==> src/rtl/mtr_drv_pkg.sv <==
// Shared types and defaults for the H-bridge motor driver.
package mtr_drv_pkg;

    typedef enum logic [1:0] {
        ST_OFF   = 2'd0,
        ST_COAST = 2'd1,
        ST_FWD   = 2'd2,
        ST_REV   = 2'd3
    } state_t;

    localparam int unsigned CNT_W_DEF    = 12;
    localparam int unsigned DEADTIME_DEF = 32;

    // Bits needed to count 0..dt, never narrower than one bit.
    function automatic int unsigned dt_width(input int unsigned dt);
        return (dt < 1) ? 1 : $clog2(dt + 1);
    endfunction

endpackage

==> src/rtl/mtr_drv_pwm_dt.sv <==
// One half-bridge leg: turns a raw PWM level into non-overlapping hi/lo gates
// separated by a dead time; pulses and gaps no longer than DEADTIME are swallowed.
module mtr_drv_pwm_dt
    import mtr_drv_pkg::*;
#(
    parameter int unsigned DEADTIME = DEADTIME_DEF
) (
    input  logic clk,
    input  logic rst_n,
    input  logic pwm,
    input  logic hold,
    output logic hi,
    output logic lo
);

    localparam int unsigned       DT_W   = dt_width(DEADTIME);
    localparam logic [DT_W-1:0]   DT_MAX = DT_W'(DEADTIME);

    logic [DT_W-1:0] run_q, run_d;
    logic            lvl_q, lvl_d;
    logic            act_q;
    logic            hi_q, hi_d;
    logic            lo_q, lo_d;

    // pwm is the level for the cycle these registers will be visible in, so a
    // change drops the opposite gate in that same cycle. A leg coming out of
    // hold treats its first level as fresh, so neither gate asserts until
    // DEADTIME cycles at that level have elapsed.
    always_comb begin
        // NOTE: every variable gets a default first so no path leaves it unassigned (no latch).
        lvl_d = pwm;
        run_d = run_q;
        if (!act_q || (pwm != lvl_q)) begin
            run_d = '0;
        end else if (run_q != DT_MAX) begin
            run_d = run_q + 1'b1;
        end
        hi_d =  lvl_d && (run_d == DT_MAX);
        lo_d = !lvl_d && (run_d == DT_MAX);
    end

    always_ff @(posedge clk or negedge rst_n) begin
        // NOTE: sequential state uses non-blocking assignments so all flops update together.
        if (!rst_n) begin
            act_q <= 1'b0;
            lvl_q <= 1'b0;
            run_q <= '0;
            hi_q  <= 1'b0;
            lo_q  <= 1'b0;
        end else if (hold) begin
            act_q <= 1'b0;
            lvl_q <= 1'b0;
            run_q <= '0;
            hi_q  <= 1'b0;
            lo_q  <= 1'b0;
        end else begin
            act_q <= 1'b1;
            lvl_q <= lvl_d;
            run_q <= run_d;
            hi_q  <= hi_d;
            lo_q  <= lo_d;
        end
    end

    assign hi = hi_q;
    assign lo = lo_q;

endmodule

==> src/rtl/mtr_drv.sv <==
// H-bridge motor driver: fixed-period PWM, boundary-sampled duty/direction,
// coast period on reversal, dead-time protected switching leg.
module mtr_drv
    import mtr_drv_pkg::*;
#(
    parameter int unsigned CNT_W    = CNT_W_DEF,
    parameter int unsigned DEADTIME = DEADTIME_DEF
) (
    input  logic             clk,
    input  logic             rst_n,
    input  logic             en,
    input  logic [CNT_W-1:0] mtr_duty,
    input  logic             rev,
    output logic             a_hi,
    output logic             a_lo,
    output logic             b_hi,
    output logic             b_lo,
    output logic             prd_start
);

    localparam logic [CNT_W-1:0] CNT_MAX = '1;

    logic [CNT_W-1:0] cnt_q, cnt_d;
    logic [CNT_W-1:0] duty_q, duty_d;
    logic             rev_q, rev_d;
    state_t           state_q, state_d;
    logic             boundary;
    logic             pwm_nxt;
    logic             prd_q;
    logic             a_lo_st_q, b_lo_st_q;
    logic             a_hi_sw, a_lo_sw, b_hi_sw, b_lo_sw;

    // Duty and direction are only taken at the period boundary; the legs see
    // the PWM level of the cycle they are about to drive.
    always_comb begin
        boundary = (cnt_q == CNT_MAX);
        cnt_d    = cnt_q + 1'b1;
        duty_d   = boundary ? mtr_duty : duty_q;
        rev_d    = boundary ? rev : rev_q;
        pwm_nxt  = (cnt_d < duty_d);

        state_d = state_q;
        if (!en) begin
            state_d = ST_OFF;
        end else if (boundary) begin
            case (state_q)
                ST_OFF:   state_d = ST_COAST;
                ST_COAST: state_d = rev_d ? ST_REV : ST_FWD;
                ST_FWD:   state_d = rev_d ? ST_COAST : ST_FWD;
                ST_REV:   state_d = rev_d ? ST_REV : ST_COAST;
                default:  state_d = ST_OFF;
            endcase
        end
    end

    always_ff @(posedge clk or negedge rst_n) begin
        if (!rst_n) begin
            cnt_q     <= '0;
            duty_q    <= '0;
            rev_q     <= 1'b0;
            state_q   <= ST_OFF;
            prd_q     <= 1'b0;
            a_lo_st_q <= 1'b0;
            b_lo_st_q <= 1'b0;
        end else begin
            cnt_q     <= cnt_d;
            duty_q    <= duty_d;
            rev_q     <= rev_d;
            state_q   <= state_d;
            prd_q     <= (cnt_d == '0);
            a_lo_st_q <= (state_d == ST_REV);
            b_lo_st_q <= (state_d == ST_FWD);
        end
    end

    // Each leg is held off unless it is the switching leg of the next state.
    mtr_drv_pwm_dt #(
        .DEADTIME (DEADTIME)
    ) u_leg_a (
        .clk   (clk),
        .rst_n (rst_n),
        .pwm   (pwm_nxt),
        .hold  (state_d != ST_FWD),
        .hi    (a_hi_sw),
        .lo    (a_lo_sw)
    );

    mtr_drv_pwm_dt #(
        .DEADTIME (DEADTIME)
    ) u_leg_b (
        .clk   (clk),
        .rst_n (rst_n),
        .pwm   (pwm_nxt),
        .hold  (state_d != ST_REV),
        .hi    (b_hi_sw),
        .lo    (b_lo_sw)
    );

    assign a_hi      = a_hi_sw;
    assign a_lo      = a_lo_sw | a_lo_st_q;
    assign b_hi      = b_hi_sw;
    assign b_lo      = b_lo_sw | b_lo_st_q;
    assign prd_start = prd_q;

endmodule

==> config.mk <==
export PLATFORM = sky130hd
export DESIGN_NAME = mtr_drv
export DESIGN_NICKNAME = d
export VERILOG_FILES = /design/src/rtl/mtr_drv_pkg.sv /design/src/rtl/mtr_drv_pwm_dt.sv /design/src/rtl/mtr_drv.sv
export SDC_FILE = /design/constraint.sdc
export NUM_CORES = 1
export LEC_CHECK = 0
export CAP_MARGIN = 30
export CORE_MARGIN = 10
export CORE_UTILIZATION = 45
export CTS_CLUSTER_DIAMETER = 40
export DETAILED_ROUTE_END_ITERATION = 12
export GPL_TIMING_DRIVEN = 0
export PLACE_DENSITY = 0.65
export SYNTH_ARGS = -nofsm -noshare
export SYNTH_HDL_FRONTEND = slang
export SYNTH_SLANG_ARGS = --single-unit
==> constraint.sdc <==
create_clock -name clk -period 4.42 [get_ports clk]
set_clock_uncertainty 0.1 [all_clocks]
set_input_delay 0.884 -clock clk [delete_from_list [all_inputs] [get_ports clk]]
set_output_delay 0.884 -clock clk [all_outputs]
set_load 0.1 [all_outputs]
---- Word-level counts from Yosys, hierarchy flattened ----
Index checks and enable logic that the tools add are counted.
storage, ports and cells
  register bits after elaboration ......... 50
  input bits .............................. 16
  logic and storage cells ................. 70
operators by class
  $add $sub $neg .......................... 3
  magnitude comparators ................... 1
  equality and inequality tests ........... 14
  mux-type cells .......................... 22
  bitwise logic cells ..................... 2
  reductions and logical operators ........ 11
operator list
  kind                                                 number
  two-way mux 6 bit                                    6
  adder 12 x 1 -> 12 bit, second input constant        1
  adder 6 x 1 -> 6 bit, second input constant          2
  equality test 12 bit, second input constant          1
  equality test 6 bit, second input constant           2
  logical NOT 12 bit                                   1
  < comparator 12 bit                                  1
  two-way mux 12 bit                                   1
  != test 6 bit, second input constant                 2
  two-way mux 1 bit                                    10
  equality test 2 bit, second input constant           4
  two-way mux 2 bit                                    4
  one-hot mux 2 bit (4 select lines)                   1
  logical AND 1 bit                                    4
  != test 2 bit, second input constant                 2
  logical NOT 1 bit                                    3
  equality test 2 x 1 -> 1 bit, second input constant  1
  logical NOT 2 bit                                    1
  logical OR 1 bit                                     2
  != test 1 bit                                        2
  OR 1 bit                                             2

---- Logic depth before layout (Yosys ltp) ----
Gate-level depths: netlist (run 1).
  depth in word-level cells ............... 9
  mapped depth ............................ 13

---- By module ----
Synthesis (run 1) repeated with hierarchy kept, for this count alone.
second synthesis, totals
  cell total of the unflattened synthesis .. 237
  area, all modules ....................... 2,598.7 um^2
modules (own cells, without submodules)
  module          instances  cells each  area each (um^2)  seq. area each (um^2)
  mtr_drv         1          143         1,582.8           725.7
  mtr_drv_pwm_dt  2          47          508.0             250.2

---- Worst setup path after synthesis (run 1) ----
OpenSTA, ideal clock, no wires.
  path type ............................... reg-to-reg
  start ................................... register cnt_q[2]
  end ..................................... register u_leg_b.run_q[1]
  library setup time ...................... 79 ps
  data arrival time ....................... 3,117 ps
  data required time ...................... 4,241 ps
  slack ................................... 1,124 ps
  cell stages (with the launch flop) ...... 14
  path through ............................ dfrtp_1 > and4_4 > buf_6 > and4_4 > buf_6 > buf_2 > mux2i_1 > ha_1 > a211oi_1 > o21ai_0 > a221o_1 > a31oi_4 > buf_8 > mux2i_1
on the way
  cells in the longest elaborated chain, start to end .. 8
  elaborated cells on any way between the ends .. 16
  those cells by class .................... add/sub: 1; order compare: 1; eq/ne: 3; mux: 10; reduce/logical: 1
ends and longest elaborated chain
  element                                                         line                  RTL
  start, declared                                                 mtr_drv.sv:23         logic [CNT_W-1:0] cnt_q, cnt_d;
  start signal, assigned                                          mtr_drv.sv:66         cnt_q <= cnt_d;
  branches (longest 7 deep; another with adder 12 x 1 -> 12 bit)  -
  two-way mux 6 bit (*)                                           mtr_drv_pwm_dt.sv:50  end else if (hold) begin
  end signal, assigned                                            mtr_drv_pwm_dt.sv:59  run_q <= run_d;
  end, declared                                                   mtr_drv_pwm_dt.sv:19  logic [DT_W-1:0] run_q, run_d;
Mark *: on every way between the ends.

---- Worst setup path in the final report (run 1) ----
  start ................................... register cnt_q[0]
  end ..................................... register u_leg_a.run_q[4]
on the way
  cells in the longest elaborated chain, start to end .. 8
  elaborated cells on any way between the ends .. 16
  those cells by class .................... add/sub: 1; order compare: 1; eq/ne: 3; mux: 10; reduce/logical: 1
ends and longest elaborated chain
  element                                                         line
  branches (longest 7 deep; another with adder 12 x 1 -> 12 bit)  -
  two-way mux 6 bit (*)                                           mtr_drv_pwm_dt.sv:50
  end signal, assigned                                            mtr_drv_pwm_dt.sv:59
  end, declared                                                   mtr_drv_pwm_dt.sv:19
Marks and branches as above.

==> impl_results.rst, run 1 <==
.. list-table::
   :header-rows: 1

   * - Metric
     - Value
   * - Result of the run
     - completed
   * - Synthesized netlist cell count
     - 281
   * - Post-route setup TNS
     - 0 ns
   * - Synth area leader
     - dfrtp_1
   * - Final Setup Violations
     - 0
   * - H-Tree Depth
     - 2
   * - Hold Crit Endpoint
     - duty_q[10]$_DFF_PN0_
   * - Worst Tran Pin Value
     - about 1 ns
   * - Synthesis-stage register bit count
     - between 40 and 50
   * - Worst reg2reg path startpoint
     - cnt_q[0]$_DFF_PN0_
   * - Chain of cells forming the critical path
     - ha_1 -> and4_4 -> buf_6 -> buf_2 -> mux2i_1 -> ha_1 -> a211oi_1 -> o21ai_0 -> a221o_1 -> a31oi_4 -> buf_8 -> mux2i_1
   * - Std-Cell Core Area
     - ~6000 um2
   * - Starting Density
     - a little under half
   * - Detailed-route wire length per cell
     - 14.95 um
   * - Worst setup slack after layout
     - between 0.6 and 0.7 ns
   * - Worst-Skew Late Latency
     - 0.31 ns
   * - Netlist area before placement
     - between 2000 and 3000 um2
   * - Power density over cell area
     - 218.4 nW/um2
   * - Top cell type's share of synthesized area
     - about two fifths
   * - Most instantiated flip-flop cell in the synthesis netlist
     - dfrtp_1
   * - Worst relative slew slack
     - between 30% and 40%
   * - Total vias in the final route
     - 2118
   * - Die Height
     - 99.69 um
   * - Wire length of the first global-routing pass
     - 9929 um
   * - Largest net degree at the start of global routing
     - 28
   * - P&R area growth vs syn
     - 13.66%
   * - Setup Buffers After CTS
     - 0
   * - Number of buffers inserted for hold repair after clock tree synthesis
     - 0
   * - Number of I/O pins
     - 21
   * - Logic depth of the worst register-to-register path
     - 12
   * - Placed wire-length estimate
     - 4363 um
   * - Total inserted antenna cells
     - 0
   * - Syn_nets
     - between 300 and 400
   * - Part of the cycle the worst path needs
     - ~86%
   * - Ratio of cells with drive above 1 in the final layout
     - approximately a tenth
   * - Via count of the first global-routing pass
     - around 2.1k
   * - Number of nets in the final layout
     - 341
   * - Setup slack of the most critical reg-to-reg path
     - between 0.6 and 0.7 ns
   * - Syn_area_per_cell
     - 10.17 um2
   * - Critical path capture point type
     - flop
   * - Clk slew on worst S/H paths
     - 0.08 ns
   * - Crit path required time
     - ~4.5 ns
   * - Initial antenna violation count
     - 0
   * - EDFF count, synth
     - 0
   * - Overall routing resource usage
     - 11.97%
   * - Number of antenna-violating nets in the routed design
     - 0
   * - Total of cells resized after clock tree synthesis
     - 0
   * - Fill cell count
     - between 500 and 600
   * - Number of input and output port buffers inserted
     - 20
   * - Maximum root-to-sink buffer count
     - 2
   * - Share of synthesized registers carrying an async set or reset
     - 100.0%
   * - Routability-driven placement congestion ratio
     - 0.8188
   * - Chip width
     - around 100 um
   * - Number of buffers added by the clock tree synthesis step
     - 5
   * - Hold path startpoint
     - duty_q[10]$_DFF_PN0_
   * - Worst setup path category
     - flop to flop
   * - RSZ-0062 raised after global routing
     - false
   * - Achievable frequency
     - roughly 0.26 GHz
   * - Number of cells on the worst hold path
     - 2
   * - Number of iterations in the first detailed-routing pass
     - 4
   * - Max VDD drop
     - roughly 0.19 mV
   * - Clock root buffer master
     - clkbuf_8
   * - Sequential element share of the synthesized area
     - just over 40%
   * - Data arrival time at the worst-slack endpoint
     - slightly below 4 ns
   * - GRT Residual Overflow
     - 0
   * - CTS tree
     - yes
   * - YS warnings
     - 0
   * - Total leakage power
     - 1.418 nW
   * - Place WS
     - just under 0.6 ns
   * - Die outline area
     - 9938 um2
   * - Post-route DRC
     - 0
   * - Reported max-cap violation count
     - 0
   * - Slowest-stage cell, CP
     - dfrtp_1
   * - Delay of the slowest critical-path stage
     - between 0.4 and 0.5 ns
   * - Iter 0 DRT Violations
     - 42
   * - Final hold slack
     - around 0.39 ns
   * - Capture point of the worst reg-to-reg path
     - u_leg_a.run_q[4]$_DFF_PN0_
   * - Total wirelength of the detailed-routed design
     - between 5000 and 6000 um
   * - Launching element type of the critical path
     - flop
   * - Count of final max-slew check failures
     - 0
   * - Num Clock Sinks
     - between 40 and 50
   * - Synth unique cells
     - 48
   * - Largest fanout on the critical path
     - 10
   * - Min Tclk post-route
     - 3.784 ns
   * - Standard-cell row count
     - 28
   * - Main area contributors after synthesis
     - dfrtp_1 41%, mux2i_1 8.1%, ha_1 7.0%
   * - Via-to-Cell Ratio
     - between 5 and 6
   * - Type of the most critical hold path
     - flop to flop
   * - Final hold violations
     - 0
## report_power, final
part           switching, mW  internal, mW
clock network          0.143         0.111
registers                  0         0.430
logic                 0.0118        0.0134
## cell usage after synthesis (all sizes together), types with 3 or more instances
| library cell | count |
|---|---|
| inv | 20 |
| and4 | 4 |
| nand2b | 6 |
| buf | 6 |
| nand2 | 10 |
| nand4 | 19 |
| nor4 | 3 |
| xor2 | 4 |
| or2 | 3 |
| mux2i | 23 |
| a21oi | 5 |
| o21ai | 6 |
| xnor2 | 17 |
| dfrtp | 47 |
| and3 | 5 |
| clkbuf | 3 |
| nand3 | 19 |
| mux2 | 8 |
| nor2 | 18 |
| ha | 16 |
| and2 | 10 |
| nor3b | 4 |
## cell type report
type / count / area (um2) / share of cell area [%]
Sequential cell: 47 / 1176 / 36.21
Inverter: 20 / 75.07 / 2.311
Clock buffer: 7 / 76.32 / 2.350
Tap cell: 75 / 93.84 / 2.889
Clock inverter: 1 / 5.005 / 0.1541
Multi-Input combinational cell: 205 / 1540 / 47.42
Timing Repair Buffer: 21 / 215.2 / 6.626
Buffer: 9 / 66.31 / 2.042
## worst max-delay path by stage
stage | startpoint | end | slack, ns | cells after the start
after CTS | cnt_q[0]$_DFF_PN0_ | u_leg_a.run_q[4]$_DFF_PN0_ | 0.56 | 12
after global routing | cnt_q[0]$_DFF_PN0_ | u_leg_a.run_q[4]$_DFF_PN0_ | 0.27 | 12
after detailed placement | cnt_q[0]$_DFF_PN0_ | u_leg_a.run_q[4]$_DFF_PN0_ | 0.58 | 12
after floorplan | cnt_q[2]$_DFF_PN0_ | u_leg_b.run_q[1]$_DFF_PN0_ | 1.12 | 13
final | cnt_q[0]$_DFF_PN0_ | u_leg_a.run_q[4]$_DFF_PN0_ | 0.64 | 12
after global placement | cnt_q[0]$_DFF_PN0_ | u_leg_a.run_q[4]$_DFF_PN0_ | 0.62 | 12
## flip-flops by register name, summed over array words and instances (netlist names)
name / flops
u_leg_b.lvl_q: 1
b_lo_st_q: 1
u_leg_b.lo: 1
u_leg_a.run_q: 6
u_leg_a.hi: 1
a_lo_st_q: 1
u_leg_a.lvl_q: 1
u_leg_b.hi: 1
u_leg_a.lo: 1
prd_start: 1
state_q: 2
duty_q: 12
u_leg_b.run_q: 6
cnt_q: 12
## layout by cell type (no fill, tap or decap), types with 2 or more instances in the layout
cell type        Yosys  layout
dfrtp_1             47      47
mux2i_1             23      23
inv_1               20      20
nand3_1             19      19
nand4_1             19      19
clkdlybuf4s50_1      0      19
nor2_1              18      18
xnor2_1             17      17
ha_1                16      16
and2_1              10      10
nand2_1             10      10
mux2_2               7       7
nand2b_1             6       6
o21ai_0              6       6
clkbuf_1             3       5
and3_1               5       5
a21oi_1              5       5
clkbuf_8             0       5
xor2_1               4       4
buf_2                2       3
or2_2                3       3
nor3b_1              3       3
nor4_1               3       3
and4_4               2       2
buf_6                2       2
and4_1               2       2
nor2b_1              2       2
nor3_1               2       2
a211oi_1             2       2
and3b_1              2       2
or4_1                2       2
## layer usage
metal / wire [um] / GRT usage [%]
met1: 2612 / 14.57
met2: 2820 / 20.11
met3: 237 / 3.183
met4: 86 / 3.528
met5: 0 / 0
## cells by family (layout without fill, tap and decap cells)
group / after synthesis / after routing / share of synthesized area [%]
DFF: 47 / 47 / 41.16
muxes: 31 / 31 / 11.34
and+or+nand+nor: 113 / 113 / 23.03
AOI/OAI and AO/OA: 24 / 24 / 6.086
buffers and inverters: 29 / 58 / 4.947
adders and majority gates: 16 / 16 / 7.005
xor gates and xnor gates: 21 / 21 / 6.436
## critical path: cells and delay by family, from the launching register on
family                   cells  cell delay (ns)
AO/OA/AOI/OAI                4             1.08
adder cells (fa/ha/maj)      2             0.63
buffers and inverters        3             0.65
flip-flops                   1             0.42
multiplexers                 2             0.51
AND/OR/NAND/NOR              1             0.29
## stage by stage
stage / utilization, % / instance area [um2] / power (mW) / cells
6_report: 53.90 / 3248 / 0.7094 / 385
5_1_grt: 53.90 / 3248 / 0.7349 / 385
4_1_cts: 53.90 / 3248 / 0.7194 / 385
3_5_place_dp: 52.55 / 3167 / 0.4641 / 377
3_3_place_gp: 52.30 / 3152 / 0.4623 / 376
2_1_floorplan: - / 2858 / 0.4390 / 281
(Power assumes the default switching activity.)
==> run 2: changes to the inputs <==
--- a/config.mk
+++ b/config.mk
@@ -10,8 +10,10 @@
 export CORE_UTILIZATION = 45
 export CTS_CLUSTER_DIAMETER = 40
 export DETAILED_ROUTE_END_ITERATION = 12
+export GPL_ROUTABILITY_DRIVEN = 0
 export GPL_TIMING_DRIVEN = 0
-export PLACE_DENSITY = 0.65
+export PLACE_DENSITY = 0.67
+export SKIP_CTS_REPAIR_TIMING = 1
 export SYNTH_ARGS = -nofsm -noshare
 export SYNTH_HDL_FRONTEND = slang
 export SYNTH_SLANG_ARGS = --single-unit
==> constraint.sdc (replaced) <==
create_clock -name clk -period 3.35 [get_ports clk]
set_clock_uncertainty 0.1 [all_clocks]
set_input_delay 0.67 -clock clk [delete_from_list [all_inputs] [get_ports clk]]
set_output_delay 0.67 -clock clk [all_outputs]
set_load 0.1 [all_outputs]
==> impl_results.rst, run 2 (synthesized netlist as in run 1, its figures left out) <==
.. list-table::
   :header-rows: 1

   * - Metric
     - Value
   * - Min Tclk post-route
     - around 3.2 ns
   * - Worst reg2reg path startpoint
     - cnt_q[3]$_DFF_PN0_
   * - Number of input and output port buffers inserted
     - 20
   * - Non-Filler Cell Area, Final
     - between 3000 and 4000 um2
   * - Data arrival time at the worst-slack endpoint
     - 3.33 ns
   * - Part of the cycle the worst path needs
     - approximately 96%
   * - Number of antenna-violating nets in the routed design
     - 0
   * - Initial antenna violation count
     - 0
   * - Placed wire-length estimate
     - about 4200 um
   * - Wire length of the first global-routing pass
     - 9390 um
   * - Iter 0 DRT Violations
     - 44
   * - Type of the most critical hold path
     - primary input to async pin
   * - Chip width
     - between 90 and 100 um
   * - Chain of cells forming the critical path
     - and4_4 -> buf_6 -> and4_4 -> buf_4 -> mux2_2 -> inv_1 -> ha_1 -> o21ai_1 -> a21oi_1 -> a221o_1 -> a31oi_4 -> buf_12 -> buf_8 -> mux2i_1
   * - Maximum root-to-sink buffer count
     - 2
   * - Via count of the first global-routing pass
     - approximately 2.1k
   * - Total wirelength of the detailed-routed design
     - 5730 um
   * - Worst-Skew Late Latency
     - 0.30 ns
   * - Overall routing resource usage
     - between 10% and 20%
   * - Detailed-route wire length per cell
     - 14.25 um
   * - Final hold violations
     - 0
   * - Placed Area
     - roughly 3200 um2
   * - Power density over cell area
     - around 260 nW/um2
   * - Max VDD drop
     - ~0.21 mV
   * - Total leakage power
     - 1.544 nW
   * - Count of final max-slew check failures
     - 0
   * - Number of iterations in the first detailed-routing pass
     - 4
   * - Largest net degree at the start of global routing
     - 32
   * - Setup slack of the most critical reg-to-reg path
     - around 0.14 ns
   * - Num Clock Sinks
     - 47
   * - Final Setup Violations
     - 0
   * - H-Tree Depth
     - 2
   * - Critical path capture point type
     - flop
   * - Number of nets in the final layout
     - 358
   * - Buffers & Inverters on Critical Path
     - 5
   * - Final core utilization
     - approximately three fifths
   * - Most common cell after layout, fill and taps aside
     - dfrtp_1
   * - Worst relative slew slack
     - 34.70%
   * - Achievable frequency
     - slightly above 0.3 GHz
   * - Top library cells by usage in the layout, fill and taps aside
     - 46 x dfrtp_1, 20 x inv_1, 19 x nand3_1, 19 x nand4_1, 19 x clkdlybuf4s50_1
   * - Post-route DRC
     - 0
   * - Total vias in the final route
     - about 2.2k
   * - Std-Cell Core Area
     - 6026 um2
   * - Top flop regs
     - cnt_q (12), duty_q (12)
   * - Start point of the critical path
     - cnt_q[3]$_DFF_PN0_
   * - Clock root buffer master
     - clkbuf_8
   * - Worst Tran Pin Value
     - slightly below 1 ns
   * - GRT Residual Overflow
     - 0
   * - Die Height
     - 99.69 um
   * - Total inserted antenna cells
     - 0
   * - Number of buffers added by the clock tree synthesis step
     - 5
   * - P&R area growth vs syn
     - 24.17%
   * - Result of the run
     - completed
   * - Largest fanout on the critical path
     - 7
   * - Crit path required time
     - about 3.5 ns
   * - Standard-cell row count
     - 28
   * - CTS tree
     - yes
   * - Worst setup path category
     - flop to flop
   * - Ratio of cells with drive above 1 in the final layout
     - ~19%
   * - Largest delay contributor family on the critical path
     - compound AO/OA/AOI/OAI gates
   * - Slowest-stage cell, CP
     - dfrtp_1
   * - Number of I/O pins
     - 21
   * - Reported max-cap violation count
     - 0
   * - Critical path's most frequent cell
     - and4_4
   * - Clk slew on worst S/H paths
     - about 0.090 ns
   * - Launching element type of the critical path
     - flop
   * - Delay of the slowest critical-path stage
     - between 0.4 and 0.5 ns
   * - Die outline area
     - about 9900 um2
   * - Via-to-Cell Ratio
     - 5.405
   * - Starting Density
     - 47.43%
## run 2: cell count changes in the layout (fill, tap and decap cells not counted), moves of 2 or more
| cell | before | now |
|---|---|---|
| a211oi_2 | 0 | 2 |
| buf_4 | 1 | 15 |
| mux2i_1 | 23 | 18 |
| o21ai_1 | 0 | 2 |
| o21ai_0 | 6 | 4 |
| ha_4 | 0 | 3 |
| a211oi_1 | 2 | 0 |
| mux2i_4 | 0 | 4 |
| ha_1 | 16 | 12 |
| buf_12 | 1 | 3 |
## run 2: area by class of cell
class / count / area (um2)
Buffer: 8 / 70.07
Fill cell: 514 / 2477
Clock inverter: 1 / 5.005
Timing Repair Buffer: 39 / 387.9
Inverter: 20 / 75.07
Multi-Input combinational cell: 205 / 1663
Tap cell: 75 / 93.84
Sequential cell: 47 / 1177
Clock buffer: 7 / 76.32
## run 2: layer usage
layer  part of all wire [%]  wire length (um)  track usage, %  vias up
met5                      0                 0               0        -
met4                   0.63                36           3.197        0
met3                    3.2               185           2.699        5
met2                     50              2873           19.16       27
met1                     46              2636           13.52     1042
li1                       -                 -               -     1099
## run 2: worst paths after layout
| kind | to | cells past startpoint |
|---|---|---|
| max | u_leg_b.run_q[1]$_DFF_PN0_ | 14 |
| min in group clk | duty_q[1]$_DFF_PN0_ | 2 |
| min reg2reg | duty_q[1]$_DFF_PN0_ | 2 |
| min | u_leg_a.run_q[3]$_DFF_PN0_ | 1 |
| max in group asynchronous | cnt_q[2]$_DFF_PN0_ | 2 |
| max reg2reg | u_leg_b.run_q[1]$_DFF_PN0_ | 14 |
## run 2: per-stage QoR
step	hold WS (ns)	setup slack [ns]	cells	power, mW	TNS, ns
floorplan	0.2744	0.05399	281	0.5792	0
global placement	0.3738	-0.3619	376	0.6101	-4.461
detailed placement	0.3751	-0.3635	377	0.6123	-4.536
CTS	0.1908	-0.4038	385	0.9462	-5.233
global route	0.2013	-0.03771	402	0.9673	-0.1659
finish	0.1871	0.1437	402	0.9302	0
## run 2: worst reg2reg max path: stages (launching register included)
cell     delay, ns
dfrtp_1       0.44
and4_4        0.24
buf_6         0.12
and4_4        0.28
buf_4         0.13
mux2_2        0.33
inv_1         0.07
ha_1          0.24
o21ai_1       0.13
a21oi_1       0.08
a221o_1       0.35
a31oi_4       0.18
buf_12        0.15
buf_8         0.12
mux2i_1       0.18
## run 2: where the power goes
part / leakage, nW / internal, mW / total, mW / switching, mW
logic: 0.861 / 0.0180 / 0.0346 / 0.0166
clock network: 0.0422 / 0.147 / 0.329 / 0.182
registers: 0.641 / 0.567 / 0.567 / 0
